<file path="src/rtl/hash160_range_match_if.sv">
// Bundle of digest input, range bounds, match FIFO head and status signals
// shared between hash160_range_match and the logic that drives it.
interface hash160_range_match_if;
    logic         rx_done;
    logic [159:0] rx_hash;
    logic [31:0]  rx_id;
    logic [159:0] rx_min;
    logic [159:0] rx_max;
    logic         rx_match_ack;
    logic         tx_match_valid;
    logic [159:0] tx_match_hash;
    logic [31:0]  tx_match_id;
    logic         tx_busy;
    logic         tx_overflow;
    logic [31:0]  tx_checked;
    logic [31:0]  tx_dropped;

    modport master (
        output rx_done, rx_hash, rx_id, rx_min, rx_max, rx_match_ack,
        input  tx_match_valid, tx_match_hash, tx_match_id, tx_busy,
               tx_overflow, tx_checked, tx_dropped
    );

    modport slave (
        input  rx_done, rx_hash, rx_id, rx_min, rx_max, rx_match_ack,
        output tx_match_valid, tx_match_hash, tx_match_id, tx_busy,
               tx_overflow, tx_checked, tx_dropped
    );
endinterface

</file>
<file path="src/rtl/hash160_range_match.sv">
// Compares each new RIPEMD-160 digest against an inclusive [min,max] window and queues hits.
// Define HASH160_RANGE_MATCH_STATS_EN to build the checked/dropped counters.
module hash160_range_match #(
    parameter int DEPTH = 4
) (
    input  logic                  clk,
    input  logic                  rx_reset_n,
    hash160_range_match_if.slave  bus
);
    // state  | meaning
    // IDLE   | waiting for a rise of rx_done
    // CMP_LO | registering hash >= rx_min
    // CMP_HI | registering hash <= rx_max
    // PUSH   | writing a hit into the FIFO
    typedef enum logic [1:0] {IDLE, CMP_LO, CMP_HI, PUSH} state_t;

    localparam int PW = $clog2(DEPTH);
    localparam int CW = PW + 1;
    localparam logic [CW-1:0] FULL_CNT = CW'(DEPTH);

    state_t         state_q, state_d;
    logic           done_q, done_d, done2_q, done2_d;
    logic [159:0]   hash_q, hash_d;
    logic [31:0]    id_q, id_d;
    logic           ge_q, ge_d, le_q, le_d;
    logic           overflow_q, overflow_d;
    logic [PW-1:0]  wr_ptr_q, wr_ptr_d, rd_ptr_q, rd_ptr_d;
    logic [CW-1:0]  count_q, count_d;
    logic [191:0]   mem_q [DEPTH];
    logic           rise, push, pop, full;
    logic [191:0]   head;

    // rise is seen one cycle after rx_done is first sampled high
    assign rise = done_q & ~done2_q;
    assign full = (count_q == FULL_CNT);
    assign pop  = (count_q != '0) & bus.rx_match_ack;

    always_comb begin
        state_d    = state_q;
        done_d     = bus.rx_done;
        done2_d    = done_q;
        hash_d     = hash_q;
        id_d       = id_q;
        ge_d       = ge_q;
        le_d       = le_q;
        overflow_d = overflow_q;
        push       = 1'b0;
        case (state_q)
            IDLE: begin
                if (rise) begin
                    hash_d  = bus.rx_hash;
                    id_d    = bus.rx_id;
                    state_d = CMP_LO;
                end
            end
            CMP_LO: begin
                ge_d    = (hash_q >= bus.rx_min);
                state_d = CMP_HI;
            end
            CMP_HI: begin
                le_d    = (hash_q <= bus.rx_max);
                state_d = PUSH;
            end
            PUSH: begin
                // a pop on the same edge frees the slot even when full
                if (ge_q && le_q) begin
                    if (!full || pop) push = 1'b1;
                    else              overflow_d = 1'b1;
                end
                state_d = IDLE;
            end
            default: state_d = IDLE;
        endcase
    end

    always_comb begin
        wr_ptr_d = wr_ptr_q;
        rd_ptr_d = rd_ptr_q;
        count_d  = count_q;
        if (push) wr_ptr_d = wr_ptr_q + 1'b1;
        if (pop)  rd_ptr_d = rd_ptr_q + 1'b1;
        case ({push, pop})
            2'b10:   count_d = count_q + 1'b1;
            2'b01:   count_d = count_q - 1'b1;
            default: count_d = count_q;
        endcase
    end

    always_ff @(posedge clk or negedge rx_reset_n) begin
        if (!rx_reset_n) begin
            state_q    <= IDLE;
            done_q     <= 1'b0;
            done2_q    <= 1'b0;
            hash_q     <= '0;
            id_q       <= '0;
            ge_q       <= 1'b0;
            le_q       <= 1'b0;
            overflow_q <= 1'b0;
            wr_ptr_q   <= '0;
            rd_ptr_q   <= '0;
            count_q    <= '0;
        end else begin
            state_q    <= state_d;
            done_q     <= done_d;
            done2_q    <= done2_d;
            hash_q     <= hash_d;
            id_q       <= id_d;
            ge_q       <= ge_d;
            le_q       <= le_d;
            overflow_q <= overflow_d;
            wr_ptr_q   <= wr_ptr_d;
            rd_ptr_q   <= rd_ptr_d;
            count_q    <= count_d;
        end
    end

    always_ff @(posedge clk) begin
        if (push) mem_q[wr_ptr_q] <= {hash_q, id_q};
    end

    // head is gated so the outputs read zero whenever the FIFO is empty or in reset
    assign head               = mem_q[rd_ptr_q];
    assign bus.tx_match_valid = (count_q != '0);
    assign bus.tx_match_hash  = bus.tx_match_valid ? head[191:32] : '0;
    assign bus.tx_match_id    = bus.tx_match_valid ? head[31:0]   : '0;
    assign bus.tx_busy        = (state_q != IDLE);
    assign bus.tx_overflow    = overflow_q;

`ifdef HASH160_RANGE_MATCH_STATS_EN
    logic [31:0] checked_q, checked_d, dropped_q, dropped_d;

    always_comb begin
        checked_d = checked_q;
        dropped_d = dropped_q;
        if (rise) begin
            if (state_q == IDLE) checked_d = checked_q + 32'd1;
            else                 dropped_d = dropped_q + 32'd1;
        end
    end

    always_ff @(posedge clk or negedge rx_reset_n) begin
        if (!rx_reset_n) begin
            checked_q <= '0;
            dropped_q <= '0;
        end else begin
            checked_q <= checked_d;
            dropped_q <= dropped_d;
        end
    end

    assign bus.tx_checked = checked_q;
    assign bus.tx_dropped = dropped_q;
`else
    assign bus.tx_checked = '0;
    assign bus.tx_dropped = '0;
`endif
endmodule

</file>
<file path="src/flat_wrapper.sv">
// flat-port wrapper written by rule: the top's interface ports become plain ports
module hash160_range_match_flat 
#(
    parameter int DEPTH = 4
)
  (clk, rx_reset_n, bus_rx_done, bus_rx_hash, bus_rx_id, bus_rx_min, bus_rx_max, bus_rx_match_ack, bus_tx_match_valid, bus_tx_match_hash, bus_tx_match_id, bus_tx_busy, bus_tx_overflow, bus_tx_checked, bus_tx_dropped);
  hash160_range_match_if bus_i ();
  input  logic clk;
  input  logic rx_reset_n;
  input wire logic [$bits(bus_i.rx_done)-1:0] bus_rx_done;
  input wire logic [$bits(bus_i.rx_hash)-1:0] bus_rx_hash;
  input wire logic [$bits(bus_i.rx_id)-1:0] bus_rx_id;
  input wire logic [$bits(bus_i.rx_min)-1:0] bus_rx_min;
  input wire logic [$bits(bus_i.rx_max)-1:0] bus_rx_max;
  input wire logic [$bits(bus_i.rx_match_ack)-1:0] bus_rx_match_ack;
  output wire logic [$bits(bus_i.tx_match_valid)-1:0] bus_tx_match_valid;
  output wire logic [$bits(bus_i.tx_match_hash)-1:0] bus_tx_match_hash;
  output wire logic [$bits(bus_i.tx_match_id)-1:0] bus_tx_match_id;
  output wire logic [$bits(bus_i.tx_busy)-1:0] bus_tx_busy;
  output wire logic [$bits(bus_i.tx_overflow)-1:0] bus_tx_overflow;
  output wire logic [$bits(bus_i.tx_checked)-1:0] bus_tx_checked;
  output wire logic [$bits(bus_i.tx_dropped)-1:0] bus_tx_dropped;
  assign bus_i.rx_done = bus_rx_done;
  assign bus_i.rx_hash = bus_rx_hash;
  assign bus_i.rx_id = bus_rx_id;
  assign bus_i.rx_min = bus_rx_min;
  assign bus_i.rx_max = bus_rx_max;
  assign bus_i.rx_match_ack = bus_rx_match_ack;
  assign bus_tx_match_valid = bus_i.tx_match_valid;
  assign bus_tx_match_hash = bus_i.tx_match_hash;
  assign bus_tx_match_id = bus_i.tx_match_id;
  assign bus_tx_busy = bus_i.tx_busy;
  assign bus_tx_overflow = bus_i.tx_overflow;
  assign bus_tx_checked = bus_i.tx_checked;
  assign bus_tx_dropped = bus_i.tx_dropped;
  hash160_range_match #(.DEPTH(DEPTH)) u_core (.clk(clk), .rx_reset_n(rx_reset_n), .bus(bus_i));
endmodule
</file>
<file path="config.mk">
export PLATFORM = sky130hd
export DESIGN_NAME = hash160_range_match_flat
export DESIGN_NICKNAME = d
export VERILOG_FILES = /design/src/rtl/hash160_range_match_if.sv /design/src/rtl/hash160_range_match.sv /design/src/flat_wrapper.sv
export SDC_FILE = /design/constraint.sdc
export NUM_CORES = 1
export LEC_CHECK = 0
export ABC_AREA = 1
export BUFFER_PORTS_ARGS = -buffer_cell sky130_fd_sc_hd__buf_4
export CORE_AREA = 3 3 303 305
export CTS_BUF_LIST = sky130_fd_sc_hd__clkbuf_16
export CTS_CLUSTER_DIAMETER = 150
export DETAILED_ROUTE_END_ITERATION = 12
export DIE_AREA = 0 0 306 308
export PLACE_DENSITY = 0.82
export SETUP_SLACK_MARGIN = 0.2
export SYNTH_ARGS = -nofsm -noshare
export SYNTH_HDL_FRONTEND = slang
export SYNTH_SLANG_ARGS = --single-unit
</file>
<file path="constraint.sdc">
create_clock -name clk -period 20.1 [get_ports clk]
set_input_delay 3.015 -clock clk [delete_from_list [all_inputs] [get_ports clk]]
set_output_delay 3.015 -clock clk [all_outputs]
set_load 0.05 [all_outputs]
</file>
== Word level (Yosys, flattened, before mapping) ==
Memories as Yosys holds them, arrays and structs flattened.
Cells that the tools add are included.

* Register bits after elaboration: 206
* Memory bits (writable): 768
* Bits of input ports: 516
* Output and inout port bits: 259
* Word-level logic and storage cells: 48
* Memories kept: 1

* Add/subtract/negate cells: 4
* $lt $le $gt $ge: 2
* Equal/unequal tests: 7
* Mux-type cells: 10
* Bitwise logic cells: 4
* Reductions and logical operators: 9

{| class="wikitable"
|+ Memory list
! memory !! depth !! bits a word !! rd ports !! clocked after Yosys merged registers in !! wr ports !! RTL line !! text
|-
| u_core.mem_q || 4 || 192 || 1 || 0 || 1 || hash160_range_match.sv:29 || <nowiki>logic [191:0] mem_q [DEPTH];</nowiki>
|}

{| class="wikitable"
|+ Operators with widths
! cell !! count
|-
| $ge A160 B160 Y1 || 1
|-
| $le A160 B160 Y1 || 1
|-
| $mux W160 || 1
|-
| $mux W32 || 1
|-
| $pmux W2 S4 || 1
|-
| $eq A2 B2 Y1 const B || 3
|-
| $pmux W3 S2 || 1
|-
| $mux W1 || 5
|-
| $add A2 B1 Y2 const B || 2
|-
| $eq A2 B1 Y1 const B || 2
|-
| $reduce_bool A2 Y1 || 2
|-
| $add A3 B1 Y3 const B || 1
|-
| $eq A3 B3 Y1 const B || 1
|-
| $reduce_and A3 Y1 || 1
|-
| $reduce_bool A3 Y1 || 1
|-
| $sub A3 B1 Y3 const B || 1
|-
| $and A1 B1 Y1 || 2
|-
| $logic_not A2 Y1 || 1
|-
| $mux W2 || 1
|-
| $ne A2 B1 Y1 const B || 1
|-
| $not A1 Y1 || 2
|-
| $reduce_and A2 Y1 || 1
|-
| $logic_and A1 B1 Y1 || 1
|-
| $logic_not A1 Y1 || 1
|-
| $logic_or A1 B1 Y1 || 1
|}

== Depth between registers and ports, before layout ==
Gate-level depths: netlist (run 1).

* Depth in word-level cells: 8
* Gate-level depth with buffers: 17

== Least setup slack after synthesis (run 1) ==
Ideal clock, no wire load.

* Kind: input -> register
* Start: in bus_rx_match_ack
* End: mem u_core.mem_q[0][0] (enable)
* Arrival time: 11.441 ns
* Required time: 19.352 ns
* Setup slack: 7.911 ns
* Stages on the path: 4
* Path through: inv_1 nand3_1 nand4_1 nor2_1

* Word-level cells in the longest chain between the ends: 7

{| class="wikitable"
|+ RTL lines
! element !! RTL line !! text
|-
| start, declared || flat_wrapper.sv:15 || <nowiki>input wire logic [$bits(bus_i.rx_match_ack)-1:0] bus_rx_match_ack;</nowiki>
|-
| $and A1 B1 Y1 || hash160_range_match.sv:36 || <nowiki>assign pop = (count_q != '0) & bus.rx_match_ack;</nowiki>
|-
| $logic_or A1 B1 Y1 || hash160_range_match.sv:67 || <nowiki>if (!full || pop) push = 1'b1;</nowiki>
|-
| $mux W1 || hash160_range_match.sv:67 ||
|-
| $mux W1 || hash160_range_match.sv:66 || <nowiki>if (ge_q && le_q) begin</nowiki>
|-
| $mux W1 || hash160_range_match.sv:48 || <nowiki>case (state_q)</nowiki>
|-
| $mux W1 || hash160_range_match.sv:118 || <nowiki>if (push) mem_q[wr_ptr_q] <= {hash_q, id_q};</nowiki>
|-
| $mux W1 (not written as such) || hash160_range_match.sv:118 ||
|-
| end, declared || hash160_range_match.sv:29 ||
|}

Every way passes these cells.

== Final worst setup path (run 1) ==
* Start: reg u_core.rd_ptr_q[0]
* End: out bus_tx_match_hash[0]

* Word-level cells in the longest chain between the ends: 2

{| class="wikitable"
|+ RTL lines
! element !! RTL line !! text
|-
| start, declared || hash160_range_match.sv:27 || <nowiki>logic [PW-1:0] wr_ptr_q, wr_ptr_d, rd_ptr_q, rd_ptr_d;</nowiki>
|-
| start signal, assigned || hash160_range_match.sv:112 || <nowiki>rd_ptr_q <= rd_ptr_d;</nowiki>
|-
| $mem_v2 Z4 W192 || -- ||
|-
| $mux W160 || hash160_range_match.sv:124 || <nowiki>assign bus.tx_match_hash = bus.tx_match_valid ? head[191:32] : '0;</nowiki>
|-
| end, declared || flat_wrapper.sv:17 || <nowiki>output wire logic [$bits(bus_i.tx_match_hash)-1:0] bus_tx_match_hash;</nowiki>
|}

Every way passes these cells.

==> results of run 1 <==
==> flip-flops by register name, indices dropped and copies added, names as in the netlist <==
name and cells:
u_core.mem_q 768, u_core.hash_q 160, u_core.id_q 32, u_core.count_q 3, u_core.rd_ptr_q 2, u_core.state_q 2
u_core.wr_ptr_q 2, u_core.bus.tx_overflow 1, u_core.done2_d 1, u_core.done2_q 1, u_core.ge_q 1, u_core.le_q 1
==> cell type report <==
type	instances	share of cell area (%)
clock buffers	104	4.66
inverters	404	2.74
diodes	21	0.0940
flip-flops and latches	974	50.5
repair buffers	736	10.0
well taps	1176	2.63
multi-input cells	2664	28.0
clock inverters	86	1.32
==> how the worst min path moves through the flow <==
stage	startpoint	to	slack (ns)	cells past startpoint
after global routing	u_core.done2_d$_DFF_PN0_	u_core.done2_q$_DFF_PN0_	0.48	0
final	u_core.done2_d$_DFF_PN0_	u_core.done2_q$_DFF_PN0_	0.46	0
after detailed placement	u_core.done2_d$_DFF_PN0_	u_core.done2_q$_DFF_PN0_	0.44	0
after floorplan	u_core.done2_d$_DFF_PN0_	u_core.done2_q$_DFF_PN0_	0.37	0
after CTS	u_core.done2_d$_DFF_PN0_	u_core.done2_q$_DFF_PN0_	0.46	0
after global placement	u_core.done2_d$_DFF_PN0_	u_core.done2_q$_DFF_PN0_	0.44	0
==> critical path, delay by kind of cell, from the launching register on <==
kind                   cells  cell delay, ns
DFF                        1            0.75
buffers and inverters      3            1.98
AOI/OAI and AO/OA          2            0.46
and+or+nand+nor            2            0.23
==> power breakdown <==
group          total (W)  internal (W)  leakage (nW)  switching, W
clock network    0.00187       0.00109          1.72      0.000779
registers        0.00334       0.00280          9.32      0.000543
logic            0.00431       0.00130          12.7       0.00301
==> layer usage <==
metal  up-vias  track usage [%]  part of all wire [%]
li1      15700                -                     -
met1     16300             33.7                    37
met5         -                0                  0.10
met4        20             16.4                   6.1
met3       386             6.16                   8.5
met2      1618             46.0                    48
==> metrics by stage <==
step                      utilization, %  worst slack (ns)
after global routing                62.4             12.49
after floorplan                        -              7.91
after global placement              58.6             13.55
after detailed placement            58.6             13.54
final                               62.4             12.78
after CTS                           62.3             12.79
==> cells in the final DEF, fill, tap and decap left out, drive strengths merged, types with 6 or more instances in the layout <==
cell	instances
edfxtp	768
nand4	19
nand3	33
a21o	6
diode	21
mux2	191
o21a	16
buf	736
conb	64
nor3	9
dfrtp	206
nor2	883
o21ai	426
clkinv	40
clkinvlp	7
ha	329
a21oi	352
clkbuf	104
nand2	317
inv	431
bufinv	12
==> cell families after synthesis <==
kind of cell,synth area share (%)
xor gates and xnor gates,0.0945
other,0.00809
and+or+nand+nor,10.7
AOI/OAI and AO/OA,8.88
DFF,60.9
muxes,4.64
buffers and inverters,5.86
adders and majority gates,8.93
==> impl_metrics.ini, run 1 <==
[cells_and_area]
final_net_count = 5726
drive_gt1_share_pct = 19.4
finalNonFillerCells = 6165
fillers = 6770
stdcell_area_um2 = 55900
multi_input_area_um2 = 15700
area_growth_pct = 20.6
regArea_um2 = 28200

[yosys]
synth_area_leaders = edfxtp_1, dfrtp_1, ha_1
synth_seq_cells = 974
synth_cells = 4212
synth.most_common_cell = nor2_1
async_flop_share_pct = 21.1
avgSynthCellArea_um2 = 11.0
yosysWarnings = 0
synth_top_area_share_pct = 49.8
synth_common_cells = nor2_1, edfxtp_1, inv_1
synth_area_um2 = 46300
synth-edff-count = 768
synth-main-ff-cell = edfxtp_1
ys_types = 38
synth_top_area_cell = edfxtp_1
seq_area_frac_synth_pct = 60.9

[timing]
rsz0062_at_grt = no
slew_violations = 0
slew_headroom_pct = 21.9
min_period_over_period_pct = 36.4
worstMarginPinSlew_ns = 1.17
finClkSkew_ns = 0.0285
hold_violations = 0
tns_ns = 0
setup_viol = 0
fmax_ghz = 0.137
timing.final.crit_period_ns = 7.32
whs_ns = 0.456

[worst_setup_path]
critPathSlowestCell = buf_4
crit_path_start_kind = flop
r2r-end = u_core.mem_q[2][15]$_DFFE_PP_
r2r_setup_slack_ns = 16.26
path_cells = buf_4 -> buf_4 -> nor2_1 -> nor2_1 -> o21ai_0 -> a21oi_1 -> buf_4
critPathArrivalTime_ns = 4.30
crit_top_cell = buf_4
cp.required_ns = 17.09
crit_type = reg -> out
r2r_start = u_core.state_q[1]$_DFFE_PN0P_
crit_start = u_core.rd_ptr_q[0]$_DFFE_PN0P_
worstSetupEndpoint = bus_tx_match_hash[0]
crit_fanout = 92
end_kind = output pin
ff2ff_path_depth = 5
cp_slowest_stage_delay_ns = 0.91

[place]
placed_area_um2 = 52500
gp_congestion = 0.959
port_buffers = 710
placed_cells = 5954
hpwl_mm = 90.1

[grt]
grt_first_pass_wirelength_mm = 199
grt_max_degree = 161
grt_pass1_vias = 33500
gr-total-overflow = 0
track_usage_pct = 27.8
antenna_found_initial = 31

[cts]
cts-hold-fix-buffers = 0
numCtsBuffers = 100
cts_root_buf = clkbuf_16
path_clk_slew_ns = 0.06
htreeDepth = 3
cts_sinks = 974
clockBufferDepth = 3
postCtsSetupBuffers = 0
post_cts_resize_count = 0
clk_latency_ns = 0.66
cts_tree = yes

[pwr]
power_density_nw_per_um2 = 170
totalPowerFinal_w = 0.00952
p_leak_nw = 23.8
peakVddDrop_mv = 0.102

[drt]
dr.pass1.iters = 5
drc = 0
vias_per_cell = 5.52
first_iter_violations = 3187
wirelength_mm = 135
antenna_left = 0
vias = 34000
routedWlPerCell_um = 21.9

[outcome]
status = finished, final reports clean

[worst_hold_path]
hold_class = reg -> reg

[floorplanning]
coreArea_um2 = 89600
die_w_um = 306
initial_core_util_pct = 51.7
pin_count = 775
die_area_um2 = 94200
dieHeight_um = 308
std_cell_rows = 110

[flow_run]
maxCapViolCount = 0
Power figures use the tool's default switching activity.
==> inputs of run 2 (changes only) <==
Settings changed: CORE_AREA 3 3 303 305 to default, CORE_MARGIN from default to 3, CORE_UTILIZATION from default to 51, DIE_AREA 0 0 306 308 to default, PLACE_DENSITY 0.82 to 0.84.
Clock period 20.1 ns to 6.05 ns, I/O delays scaled along.
==> impl_metrics.ini, run 2 (synthesized netlist as in run 1, its figures left out) <==
[floorplanning]
coreArea_um2 = 89200
std_cell_rows = 109
die_area_um2 = 94500
pin_count = 775
die_w_um = 307
dieHeight_um = 307
initial_core_util_pct = 51.9

[cells_and_area]
final_cell_mix = nor2_1, edfxtp_1, buf_4
largest_register = u_core.mem_q
final_common_cell = nor2_1
reg.largest.list = u_core.mem_q x768, u_core.hash_q x160, u_core.id_q x32
largest_reg_flops = 768
stdcell_area_um2 = 56000
drive_gt1_share_pct = 19.4
area_growth_pct = 20.9
final_net_count = 5731
final_core_util_pct = 62.8

[pwr]
p_leak_nw = 23.8
power_density_nw_per_um2 = 565
peakVddDrop_mv = 0.482
totalPowerFinal_w = 0.0316

[timing]
finClkSkew_ns = 0.0297
worstMarginPinSlew_ns = 1.11
timing.final.crit_period_ns = 4.43
fmax_ghz = 0.226
setup_viol = 0
rsz0062_at_grt = no
slew_headroom_pct = 25.7
min_period_over_period_pct = 73.3
hold_violations = 0
slew_violations = 0

[worst_setup_path]
r2r-end = u_core.mem_q[1][33]$_DFFE_PP_
r2r_start = u_core.state_q[0]$_DFFE_PN0P_
crit_start = u_core.rd_ptr_q[1]$_DFFE_PN0P_
r2r_setup_slack_ns = 2.85
crit_fanout = 128
end_kind = output pin
crit_type = reg -> out
ff2ff_path_depth = 4
critPathArrivalTime_ns = 3.53
crit_path_start_kind = flop
cp.required_ns = 5.14

[drt]
vias_per_cell = 5.54
wirelength_mm = 135
routedWlPerCell_um = 21.9
vias = 34100
drc = 0
first_iter_violations = 3256
antenna_left = 0
dr.pass1.iters = 8

[cts]
post_cts_resize_count = 0
cts_tree = yes
htreeDepth = 3
clk_latency_ns = 0.67
clockBufferDepth = 3
cts-hold-fix-buffers = 0
path_clk_slew_ns = 0.06
postCtsSetupBuffers = 0
cts_sinks = 974
cts_root_buf = clkbuf_16
numCtsBuffers = 101

[grt]
track_usage_pct = 28.0
grt_max_degree = 175
antenna_found_initial = 29
grt_pass1_vias = 33800
grt_first_pass_wirelength_mm = 200
gr-total-overflow = 0

[place]
hpwl_mm = 91.5
gp_congestion = 0.942
placed_area_um2 = 52600
port_buffers = 710

[flow_run]
maxCapViolCount = 0

[worst_hold_path]
hold_class = in -> async

[outcome]
status = finished, final reports clean
-- run 2: cell types whose count changed in the layout (fill, tap and decap cells not counted) --
cell / before / now
buf_12: 5 / 11
clkinv_2: 16 / 12
inv_1: 418 / 422
buf_4: 730 / 728
bufinv_16: 12 / 10
clkinv_16: 0 / 2
inv_16: 1 / 3
clkbuf_16: 104 / 103
clkinv_8: 1 / 2
clkinvlp_4: 7 / 6
diode_2: 21 / 20
inv_6: 3 / 2
inv_8: 1 / 2
-- run 2: through the flow --
step           hold WS (ns)  setup slack [ns]  std cells  TNS (ns)
5_1_grt               0.252              1.42       6153         0
3_5_place_dp          0.447              2.31       5947         0
4_1_cts               0.229              1.60       6138         0
3_3_place_gp          0.437              2.38       5947         0
2_1_floorplan         0.375            -0.831       4275   -638.14
6_report              0.227              1.62       6158         0
-- run 2: report_power, final --
group / internal (W) / switching (W) / leakage (nW)
Clock: 0.00355 / 0.00264 / 1.73
Combinational: 0.00438 / 0.00996 / 12.8
Sequential: 0.00929 / 0.00183 / 9.32
-- run 2: layer usage --
layer | global-route usage, % | wire, µm | up-vias
met5 | 0 | 137 | -
met3 | 6.09 | 10800 | 401
li1 | - | - | 15700
met2 | 46.7 | 65800 | 1596
met4 | 15.8 | 8410 | 18
met1 | 33.7 | 49800 | 16400
-- run 2: worst max-delay path by stage --
| stage | end | cells after the start | slack, ns |
|---|---|---|---|
| final | bus_tx_match_hash[75] | 5 | 1.62 |
| after global routing | bus_tx_match_hash[119] | 5 | 1.42 |
| after CTS | bus_tx_match_hash[157] | 6 | 1.60 |
| after detailed placement | u_core.mem_q[1][75]$_DFFE_PP_ | 6 | 2.31 |
| after global placement | bus_tx_match_hash[156] | 6 | 2.38 |
| after floorplan | u_core.mem_q[0][0]$_DFFE_PP_ | 4 | -0.83 |
-- run 2: cell type report --
class,count,area [µm²]
antenna,20,50.0
clock buffer,103,2580
clock inverter,88,782
fill,6679,33200
inverter,404,1540
multi-input combinational,2664,15700
sequential,974,28200
tap,1165,1460
timing repair buffer,740,5700
-- run 2: critical path, stage by stage (launching register included) --
cell and delay (ns):
dfrtp_4 0.99, inv_8 0.44, nor2_1 0.34, o21ai_0 0.12, a21oi_1 0.39, buf_4 0.28
